--- src/rtl/fetch_pkg.sv ---
// Shared constants and types for the instruction-fetch front end.
// Optional macro BTB_2BIT_EN adds a 2-bit saturating counter to each BTB entry.
package fetch_pkg;

    localparam int unsigned FETCH_AW        = 5;
    localparam int unsigned FETCH_BTB_IDX_W = 4;
    localparam int unsigned FETCH_BTB_TAG_W = FETCH_AW - FETCH_BTB_IDX_W;

    localparam logic [31:0] BUBBLE    = 32'hF800_0000;
    localparam logic [31:0] HALT_WORD = 32'hFFFF_FFFF;

    typedef enum logic [0:0] {
        RUN  = 1'b0,
        HALT = 1'b1
    } fetch_state_e;

    typedef struct packed {
        logic                       valid;
        logic [FETCH_BTB_TAG_W-1:0] tag;
        logic [FETCH_AW-1:0]        target;
`ifdef BTB_2BIT_EN
        logic [1:0]                 ctr;
`endif
    } btb_entry_t;

endpackage

--- src/rtl/fetch_btb.sv ---
// Direct-mapped branch target buffer: combinational lookup, registered update.
// BTB_2BIT_EN selects counter-based prediction instead of valid-bit only.
module fetch_btb
    import fetch_pkg::*;
#(
    parameter int unsigned AW        = FETCH_AW,
    parameter int unsigned BTB_IDX_W = FETCH_BTB_IDX_W
) (
    input  logic          i_clk,
    input  logic          i_reset,
    input  logic [AW-1:0] i_lookup_pc,
    output logic          o_hit_c,
    output logic [AW-1:0] o_target_c,
    input  logic          i_upd_valid,
    input  logic [AW-1:0] i_upd_pc,
    input  logic [AW-1:0] i_upd_target,
    input  logic          i_upd_taken,
    input  logic          i_upd_uncond
);

    localparam int unsigned DEPTH = 2 ** BTB_IDX_W;
    localparam int unsigned TAG_W = AW - BTB_IDX_W;

    btb_entry_t r_mem [DEPTH];

    logic [BTB_IDX_W-1:0] w_lk_idx;
    logic [BTB_IDX_W-1:0] w_up_idx;
    logic [TAG_W-1:0]     w_lk_tag;
    logic [TAG_W-1:0]     w_up_tag;
    btb_entry_t           w_lk_ent;
    btb_entry_t           w_up_ent;
    btb_entry_t           w_up_next;
    logic                 w_lk_match;
    logic                 w_up_match;
    logic                 w_up_we;

    assign w_lk_idx   = i_lookup_pc[BTB_IDX_W-1:0];
    assign w_lk_tag   = i_lookup_pc[AW-1:BTB_IDX_W];
    assign w_up_idx   = i_upd_pc[BTB_IDX_W-1:0];
    assign w_up_tag   = i_upd_pc[AW-1:BTB_IDX_W];
    assign w_lk_ent   = r_mem[w_lk_idx];
    assign w_up_ent   = r_mem[w_up_idx];
    assign w_lk_match = w_lk_ent.valid && (w_lk_ent.tag == w_lk_tag);
    assign w_up_match = w_up_ent.valid && (w_up_ent.tag == w_up_tag);

`ifdef BTB_2BIT_EN
    assign o_hit_c    = w_lk_match && w_lk_ent.ctr[1];
`else
    assign o_hit_c    = w_lk_match;
`endif
    assign o_target_c = w_lk_ent.target;

    // Next contents of the entry addressed by the resolving branch
    always_comb begin
        w_up_next = w_up_ent;
        w_up_we   = 1'b0;
`ifdef BTB_2BIT_EN
        if (i_upd_valid) begin
            if (w_up_match) begin
                w_up_we = 1'b1;
                if (i_upd_taken) begin
                    w_up_next.target = i_upd_target;
                    if (w_up_ent.ctr != 2'd3) begin
                        w_up_next.ctr = w_up_ent.ctr + 2'd1;
                    end
                end else if (w_up_ent.ctr != 2'd0) begin
                    w_up_next.ctr = w_up_ent.ctr - 2'd1;
                end
            end else if (i_upd_taken) begin
                w_up_we          = 1'b1;
                w_up_next.valid  = 1'b1;
                w_up_next.tag    = w_up_tag;
                w_up_next.target = i_upd_target;
                w_up_next.ctr    = 2'd2;
            end
        end
`else
        if (i_upd_valid && i_upd_taken && i_upd_uncond) begin
            w_up_we          = 1'b1;
            w_up_next.valid  = 1'b1;
            w_up_next.tag    = w_up_tag;
            w_up_next.target = i_upd_target;
        end else if (i_upd_valid && !i_upd_taken && w_up_match) begin
            w_up_we          = 1'b1;
            w_up_next.valid  = 1'b0;
        end
`endif
    end

    always_ff @(posedge i_clk) begin
        if (i_reset) begin
            for (int i = 0; i < int'(DEPTH); i++) begin
                r_mem[i] <= '0;
            end
        end else if (w_up_we) begin
            r_mem[w_up_idx] <= w_up_next;
        end
    end

endmodule

--- src/rtl/fetch_unit.sv ---
// Fetch stage: PCF, BTB-driven next-PC selection, F->D latch and halt FSM.
// Build with BTB_2BIT_EN for counter-based branch prediction.
module fetch_unit
    import fetch_pkg::*;
#(
    parameter int unsigned AW        = FETCH_AW,
    parameter int unsigned BTB_IDX_W = FETCH_BTB_IDX_W
) (
    input  logic          CLOCK_50,
    input  logic          reset,
    input  logic          stall_f,
    input  logic          stall_d,
    input  logic          flush_d,
    input  logic          redirect_valid,
    input  logic [AW-1:0] redirect_pc,
    input  logic          btb_upd_valid,
    input  logic [AW-1:0] btb_upd_pc,
    input  logic [AW-1:0] btb_upd_target,
    input  logic          btb_upd_taken,
    input  logic          btb_upd_uncond,
    output logic [AW-1:0] imem_addr,
    input  logic [31:0]   imem_rdata,
    output logic [31:0]   instr_d,
    output logic [AW-1:0] pc_d,
    output logic          pred_taken_d,
    output logic          halted
);

    fetch_state_e  r_state;
    fetch_state_e  w_state_nxt;
    logic [AW-1:0] r_pcf;
    logic [AW-1:0] w_pcf_nxt;
    logic          r_pcf_pred;
    logic          w_pcf_pred_nxt;
    logic [31:0]   r_instr_d;
    logic [31:0]   w_instr_nxt;
    logic [AW-1:0] r_pc_d;
    logic [AW-1:0] w_pc_nxt;
    logic          r_pred_d;
    logic          w_pred_nxt;
    logic          w_btb_hit;
    logic [AW-1:0] w_btb_target;

    fetch_btb #(
        .AW        (AW),
        .BTB_IDX_W (BTB_IDX_W)
    ) u_btb (
        .i_clk        (CLOCK_50),
        .i_reset      (reset),
        .i_lookup_pc  (r_pcf),
        .o_hit_c      (w_btb_hit),
        .o_target_c   (w_btb_target),
        .i_upd_valid  (btb_upd_valid),
        .i_upd_pc     (btb_upd_pc),
        .i_upd_target (btb_upd_target),
        .i_upd_taken  (btb_upd_taken),
        .i_upd_uncond (btb_upd_uncond)
    );

    always_ff @(posedge CLOCK_50) begin
        if (reset) begin
            r_state <= RUN;
        end else begin
            r_state <= w_state_nxt;
        end
    end

    // r_pcf_pred marks that PCF was reached through a predicted-taken target
    always_comb begin
        w_state_nxt    = r_state;
        w_pcf_nxt      = r_pcf;
        w_pcf_pred_nxt = r_pcf_pred;
        w_instr_nxt    = r_instr_d;
        w_pc_nxt       = r_pc_d;
        w_pred_nxt     = r_pred_d;

        case (r_state)
            RUN:     if ((r_instr_d == HALT_WORD) && !redirect_valid) w_state_nxt = HALT;
            HALT:    if (redirect_valid) w_state_nxt = RUN;
            default: w_state_nxt = RUN;
        endcase

        if (redirect_valid) begin
            w_pcf_nxt      = redirect_pc;
            w_pcf_pred_nxt = 1'b0;
        end else if ((r_state == HALT) || stall_f) begin
            w_pcf_nxt      = r_pcf;
        end else if (w_btb_hit) begin
            w_pcf_nxt      = w_btb_target;
            w_pcf_pred_nxt = 1'b1;
        end else begin
            w_pcf_nxt      = r_pcf + AW'(1);
            w_pcf_pred_nxt = 1'b0;
        end

        if (redirect_valid || flush_d || (r_state == HALT)) begin
            w_instr_nxt = BUBBLE;
            w_pred_nxt  = 1'b0;
        end else if (!stall_d) begin
            w_instr_nxt = imem_rdata;
            w_pc_nxt    = r_pcf;
            w_pred_nxt  = r_pcf_pred;
        end
    end

    always_ff @(posedge CLOCK_50) begin
        if (reset) begin
            r_pcf      <= '0;
            r_pcf_pred <= 1'b0;
            r_instr_d  <= BUBBLE;
            r_pc_d     <= '0;
            r_pred_d   <= 1'b0;
        end else begin
            r_pcf      <= w_pcf_nxt;
            r_pcf_pred <= w_pcf_pred_nxt;
            r_instr_d  <= w_instr_nxt;
            r_pc_d     <= w_pc_nxt;
            r_pred_d   <= w_pred_nxt;
        end
    end

    assign imem_addr    = r_pcf;
    assign instr_d      = r_instr_d;
    assign pc_d         = r_pc_d;
    assign pred_taken_d = r_pred_d;
    assign halted       = (r_state == HALT);

endmodule
--- config.mk ---
export PLATFORM = sky130hd
export DESIGN_NAME = fetch_unit
export DESIGN_NICKNAME = d
export VERILOG_FILES = /design/src/rtl/fetch_pkg.sv /design/src/rtl/fetch_btb.sv /design/src/rtl/fetch_unit.sv
export SDC_FILE = /design/constraint.sdc
export NUM_CORES = 1
export LEC_CHECK = 0
export ABC_AREA = 0
export CAP_MARGIN = 20
export CELL_PAD_IN_SITES_DETAIL_PLACEMENT = 0
export CELL_PAD_IN_SITES_GLOBAL_PLACEMENT = 1
export CORE_AREA = 2 2 170 122
export CTS_CLUSTER_SIZE = 30
export DETAILED_ROUTE_END_ITERATION = 12
export DIE_AREA = 0 0 172 124
export PLACE_DENSITY_LB_ADDON = 0.15
export SYNTH_ARGS = -nofsm -noshare
export SYNTH_HDL_FRONTEND = slang
export SYNTH_HIERARCHICAL = 1
export SYNTH_SLANG_ARGS = --single-unit
--- constraint.sdc ---
create_clock -name CLOCK_50 -period 2.75 [get_ports CLOCK_50]
set_input_delay 0.275 -clock CLOCK_50 [delete_from_list [all_inputs] [get_ports CLOCK_50]]
set_output_delay 0.275 -clock CLOCK_50 [all_outputs]
set_load 0.02 [all_outputs]
[Word-level counts from Yosys, hierarchy flattened]
Memories as Yosys holds them, arrays and structs flattened. A register that Yosys moved wholly into a read port is not among the register bits.
Cells that the tools add are included.
Storage, ports and cells
  register bits after elaboration: 45
  bits in writable memories: 112
  input port bits: 56
  output and inout bits: 44
  word-level logic and storage cells: 53
  memories kept: 1
Memories
  u_btb.r_mem: words 16, bits a word 7, read ports 2, clocked after memory_dff 1, write ports 16, line fetch_btb.sv:24  | btb_entry_t r_mem [DEPTH];
Cells by class
  add/subtract/negate cells: 1
  equal/unequal tests: 4
  muxes and demuxes: 22
  bitwise logic cells: 3
  reduce and logical (&&, ||, !) cells: 16
Operators with widths (count)
  32-bit == test, second input constant: 1
  5-bit 2-to-1 mux: 3
  1-bit 2-to-1 mux: 13
  4-bit 2-to-1 mux: 3
  1-bit logical AND: 7
  7-bit 2-to-1 mux: 1
  7-bit OR reduction: 1
  6-bit 2-to-1 mux: 1
  5-bit by 1-bit adder with 5-bit output, second input constant: 1
  2-bit OR reduction: 2
  1-bit logical OR: 3
  1-bit inverter: 3
  1-bit == test: 2
  1-bit logical NOT: 2
  2-bit != test, second input constant: 1
  1-bit one-hot mux with 2 select lines: 1
  2-bit AND reduction: 1

[Depth between registers and ports, before layout]
An unclocked memory read counts as a cell.
  depth in word-level cells: 11
  mapped depth: 10
  depth with buffers taken out: 8

[Cells and area by module]
Netlist, hierarchy kept.
By module, submodules not included
  fetch_btb: instances 1, cells an instance 441, area each 6108.4 um^2, seq. area each 3363.2 um^2
  fetch_unit: instances 1, cells an instance 187, area each 1828.0 um^2, seq. area each 900.9 um^2

[Worst setup path before layout]
OpenSTA, ideal clock, no wires.
  path kind: register to register
  start point: register r_pcf[0], in the netlist imem_addr[0]
  end point: register r_pcf[0], in the netlist imem_addr[0]
  library setup time: 0.132 ns
  arrival time: 2.971 ns
  required time: 2.618 ns
  path slack: -0.354 ns
  cell stages (with the launch flop): 9
  buffers on the path: 2
  period minus slack after synthesis: 3.104 ns
  path through: dfxtp_1 > clkbuf_1 > buf_1 > mux4_2 > mux4_2 > nand2_1 > o21ai_0 > o211ai_1 > a21oi_1
Between the ends
  longest elaborated chain between the ends: 4
RTL lines
  start: declaration: line fetch_unit.sv:31  | logic [AW-1:0] r_pcf;
  start signal: assignment: line fetch_unit.sv:114  | r_pcf <= w_pcf_nxt;
  5-bit by 1-bit adder with 5-bit output: line fetch_unit.sv:92  | w_pcf_nxt = r_pcf + AW'(1);
  5-bit 2-to-1 mux: line fetch_unit.sv:88  | end else if (w_btb_hit) begin
  5-bit 2-to-1 mux: line fetch_unit.sv:86  | end else if ((r_state == HALT) || stall_f) begin
  5-bit 2-to-1 mux: line fetch_unit.sv:83  | if (redirect_valid) begin
No other way between the ends. The select of a mux whose other input is x is not followed.
A chain may end at the register's enable or synchronous reset.

==> run_results.csv <==
group,metric,value,unit
worst_setup_path,cp-start-kind,"flop",
timing,skew,0.00701,ns
route,via_count,5908,
worst_setup_path,crit_arrival,2.87,ns
flow_run,drv_cap,0,
route,ant_nets,0,
timing,maxSlewViolCount,0,
cts,post_cts_buffers,0,
run_status,outcome,"complete, no violations",
route,drc_errors,0,
finish,drive_gt1_share,23.8,%
timing,rsz0062_at_grt,"yes",
die,core,19600,sq um
finish,diodes,0,
finish,layout_commonest_cell,"nor2_1",
global_route,grt-ovfl-total,0,
cts,clock_path_buffers,2,
worst_hold_path,hp-class,"input port to flop",
synth,seq_area_frac_synth,53.7,%
power,powerDensity,598,nW/um^2
power,vdd_ir_drop_max,426,uV
timing,worst_pin_slew,0.625,ns
worst_setup_path,worstSetupPathType,"flop to flop",
worst_hold_path,min_from,"stall_d",
timing,hold_violations,0,
power,power.leakage,0.00349,uW
cts,clkTransAtPathRegs,0.07,ns
worst_setup_path,endpoint_kind,"flop",
route,vias_per_cell,5.83,
worst_setup_path,critPathLaunch,"u_btb/r_mem[10][6]",
die,dieArea,21300,sq um
worst_setup_path,worst-path-max-fanout,16,
finish,most-common-layout-cells,"143 x nor2_1, 112 x edfxtp_1, 96 x clkdlybuf4s50_1, 60 x mux4_2, 46 x mux2i_1",
timing,holdWs,0.265,ns
route,drtIter0Drc,694,
synth,syn_nets,685,
placed_design,gp_congestion,0.834,
finish,fin_nets,788,
timing,max_freq,371,MHz
worst_setup_path,critPathRequiredTime,2.92,ns
timing,min_period,2.70,ns
worst_setup_path,r2r-start,"u_btb/r_mem[10][6]",
cts,cts_made_buffers,17,
power,switching_share,26.5,%
placed_design,dpl.hpwl,18.3,mm
synth,ys_ff_latch,157,
power,switchingPower,1600,uW
synth,ys.warnings.count,6,
die,ioPinCount,100,
global_route,grt_pass1_vias,5698,
global_route,grt_max_degree,47,
die,die_x,172,um
synth,avgSynthCellArea,12.6,sq um
synth,syn_inst,628,
cts,cts_tree,"yes",
power,combPwrFrac,14.8,%
power,p_clk_share,40.6,%
timing,relSlewSlack,57.9,%
power,seqPwrFrac,44.6,%
cts,cts_root_buffer,"clkbuf_16",
die,start_util,40.5,%
cts,cts_htree_levels,4,
cts,clock_latency,0.43,ns
timing,setup_violations,0,
cts,clock_sinks,157,
route,firstDrtPassIters,5,
power,power.internal,4440,uW
power,total_power,6050,uW
placed_design,port_buffers,99,
synth,syn_area,7940,sq um
die,fp.dieH,124,um
die,rows,43,
global_route,antenna_found_initial,0,
timing,fin_crit_sh,98.0,%
global_route,grt_pass1_wl,36.6,mm
route,wl,24.5,mm
synth,synth_cell_types,46,
global_route,grt_use_total,24.2,%
finish,area_delta_synth_final,27.3,%
route,wl_per_cell,24.2,um
-- cells by family (layout without fill, tap and decap cells) --
family | after synthesis | after routing | synth area share (%)
AO/OA/AOI/OAI | 55 | 55 | 5.16
multiplexers | 110 | 110 | 23.4
flip-flops | 157 | 157 | 53.7
XOR/XNOR | 4 | 4 | 0.441
AND/OR/NAND/NOR | 234 | 234 | 13.3
adder cells (fa/ha/maj) | 1 | 1 | 0.158
buffers and inverters | 67 | 183 | 3.80
-- final timing paths --
path	cells after the start	slack [ns]	end
worst max-delay path	7	0.05	u_btb/r_mem[7][0]
worst min register to register	2	0.50	pc_d[2]
worst max register to register	7	0.05	u_btb/r_mem[7][0]
worst min-delay path	4	0.27	pc_d[1]
-- worst max-delay path: stages, from the launching register on --
cell and delay (ns):
edfxtp_1 0.51, mux4_2 0.50, a22o_1 0.25, a221oi_1 0.30, a31oi_1 0.10, or2_1 0.26
buf_12 0.17, a41o_2 0.35
-- stage by stage --
step	instance area (sq um)	cells	TNS [ns]	util, %	setup slack (ns)
after floorplan	7950	628	0	-	0.0134
after global placement	9410	982	-0.605	48.1	-0.0232
after detailed placement	9410	982	-12.59	48.1	-0.123
after CTS	10000	1014	0	51.2	0.0439
after global routing	10100	1014	-0.0312	51.6	-0.00457
final	10100	1014	0	51.6	0.0536
-- power groups by stage --
stage | clock [uW] | sequential [uW] | combinational [uW]
2_1_floorplan | 0 | 2720 | 508
3_3_place_gp | 0 | 2740 | 862
3_5_place_dp | 0 | 2740 | 869
4_1_cts | 2510 | 2690 | 872
5_1_grt | 2610 | 2710 | 943
6_report | 2450 | 2700 | 893
-- cells in the mapped netlist, drive strengths merged --
| library cell | number | area (sq um) |
|---|---|---|
| a22o | 1 | 8.76 |
| mux2i | 46 | 460 |
| a311o | 1 | 10.0 |
| ha | 1 | 12.5 |
| or2 | 7 | 43.8 |
| dfxtp | 45 | 901 |
| and2 | 2 | 12.5 |
| a221oi | 1 | 8.76 |
| nor2 | 144 | 543 |
| nand2 | 22 | 82.6 |
| mux4 | 60 | 1350 |
| edfxtp | 112 | 3360 |
| a31o | 12 | 105 |
| buf | 37 | 189 |
| nor3 | 11 | 55.1 |
| a211oi | 3 | 22.5 |
| nand2b | 5 | 31.3 |
| a41o | 4 | 40.0 |
| or3 | 9 | 56.3 |
| nor2b | 5 | 31.3 |
| clkbuf | 26 | 97.6 |
| nand3b | 3 | 22.5 |
| nand4 | 9 | 56.3 |
| o211ai | 1 | 7.51 |
| nor4b | 2 | 17.5 |
| a21oi | 7 | 35.0 |
| mux2 | 4 | 45.0 |
| xnor2 | 4 | 35.0 |
| and3 | 1 | 6.26 |
| inv | 4 | 15.0 |
| a31oi | 1 | 6.26 |
| a22oi | 17 | 128 |
| or4 | 2 | 15.0 |
| o31ai | 1 | 7.51 |
| o21ai | 6 | 30.0 |
| nor4 | 7 | 58.8 |
| nand3 | 5 | 25.0 |
-- per-layer routing --
| metal | global-route usage [%] | part of all wire, % | vias up |
|---|---|---|---|
| met5 | 0 | 0 | - |
| met4 | 5.83 | 1.5 | 0 |
| met3 | 9.72 | 13 | 30 |
| met2 | 32.8 | 42 | 317 |
| met1 | 36.1 | 43 | 2979 |
| li1 | - | - | 2582 |
-- final cells by class --
type / instances / area, sq um
fillers: 1689 / 9480
well taps: 270 / 338
clock buffers: 17 / 425
clock inverters: 15 / 196
flip-flops and latches: 157 / 4270
multi-input cells: 404 / 3430
repair buffers: 147 / 1440
inverters: 4 / 15.0
-- registers in the layout (all words and copies together) (netlist names) --
name / count
pred_taken_d: 1
u_btb/r_mem: 112
imem_addr: 5
halted: 1
pc_d: 5
instr_d: 32
r_pcf_pred: 1
-- timing repair --
action / 4_1_cts / 5_1_grt
hold endpoints to repair: 0 / 0
hold buffers: 0 / 0
endpoints found under the setup margin: 0 / 85
resized for setup: 0 / 19
No activity file was read; power rests on OpenSTA's default activity.
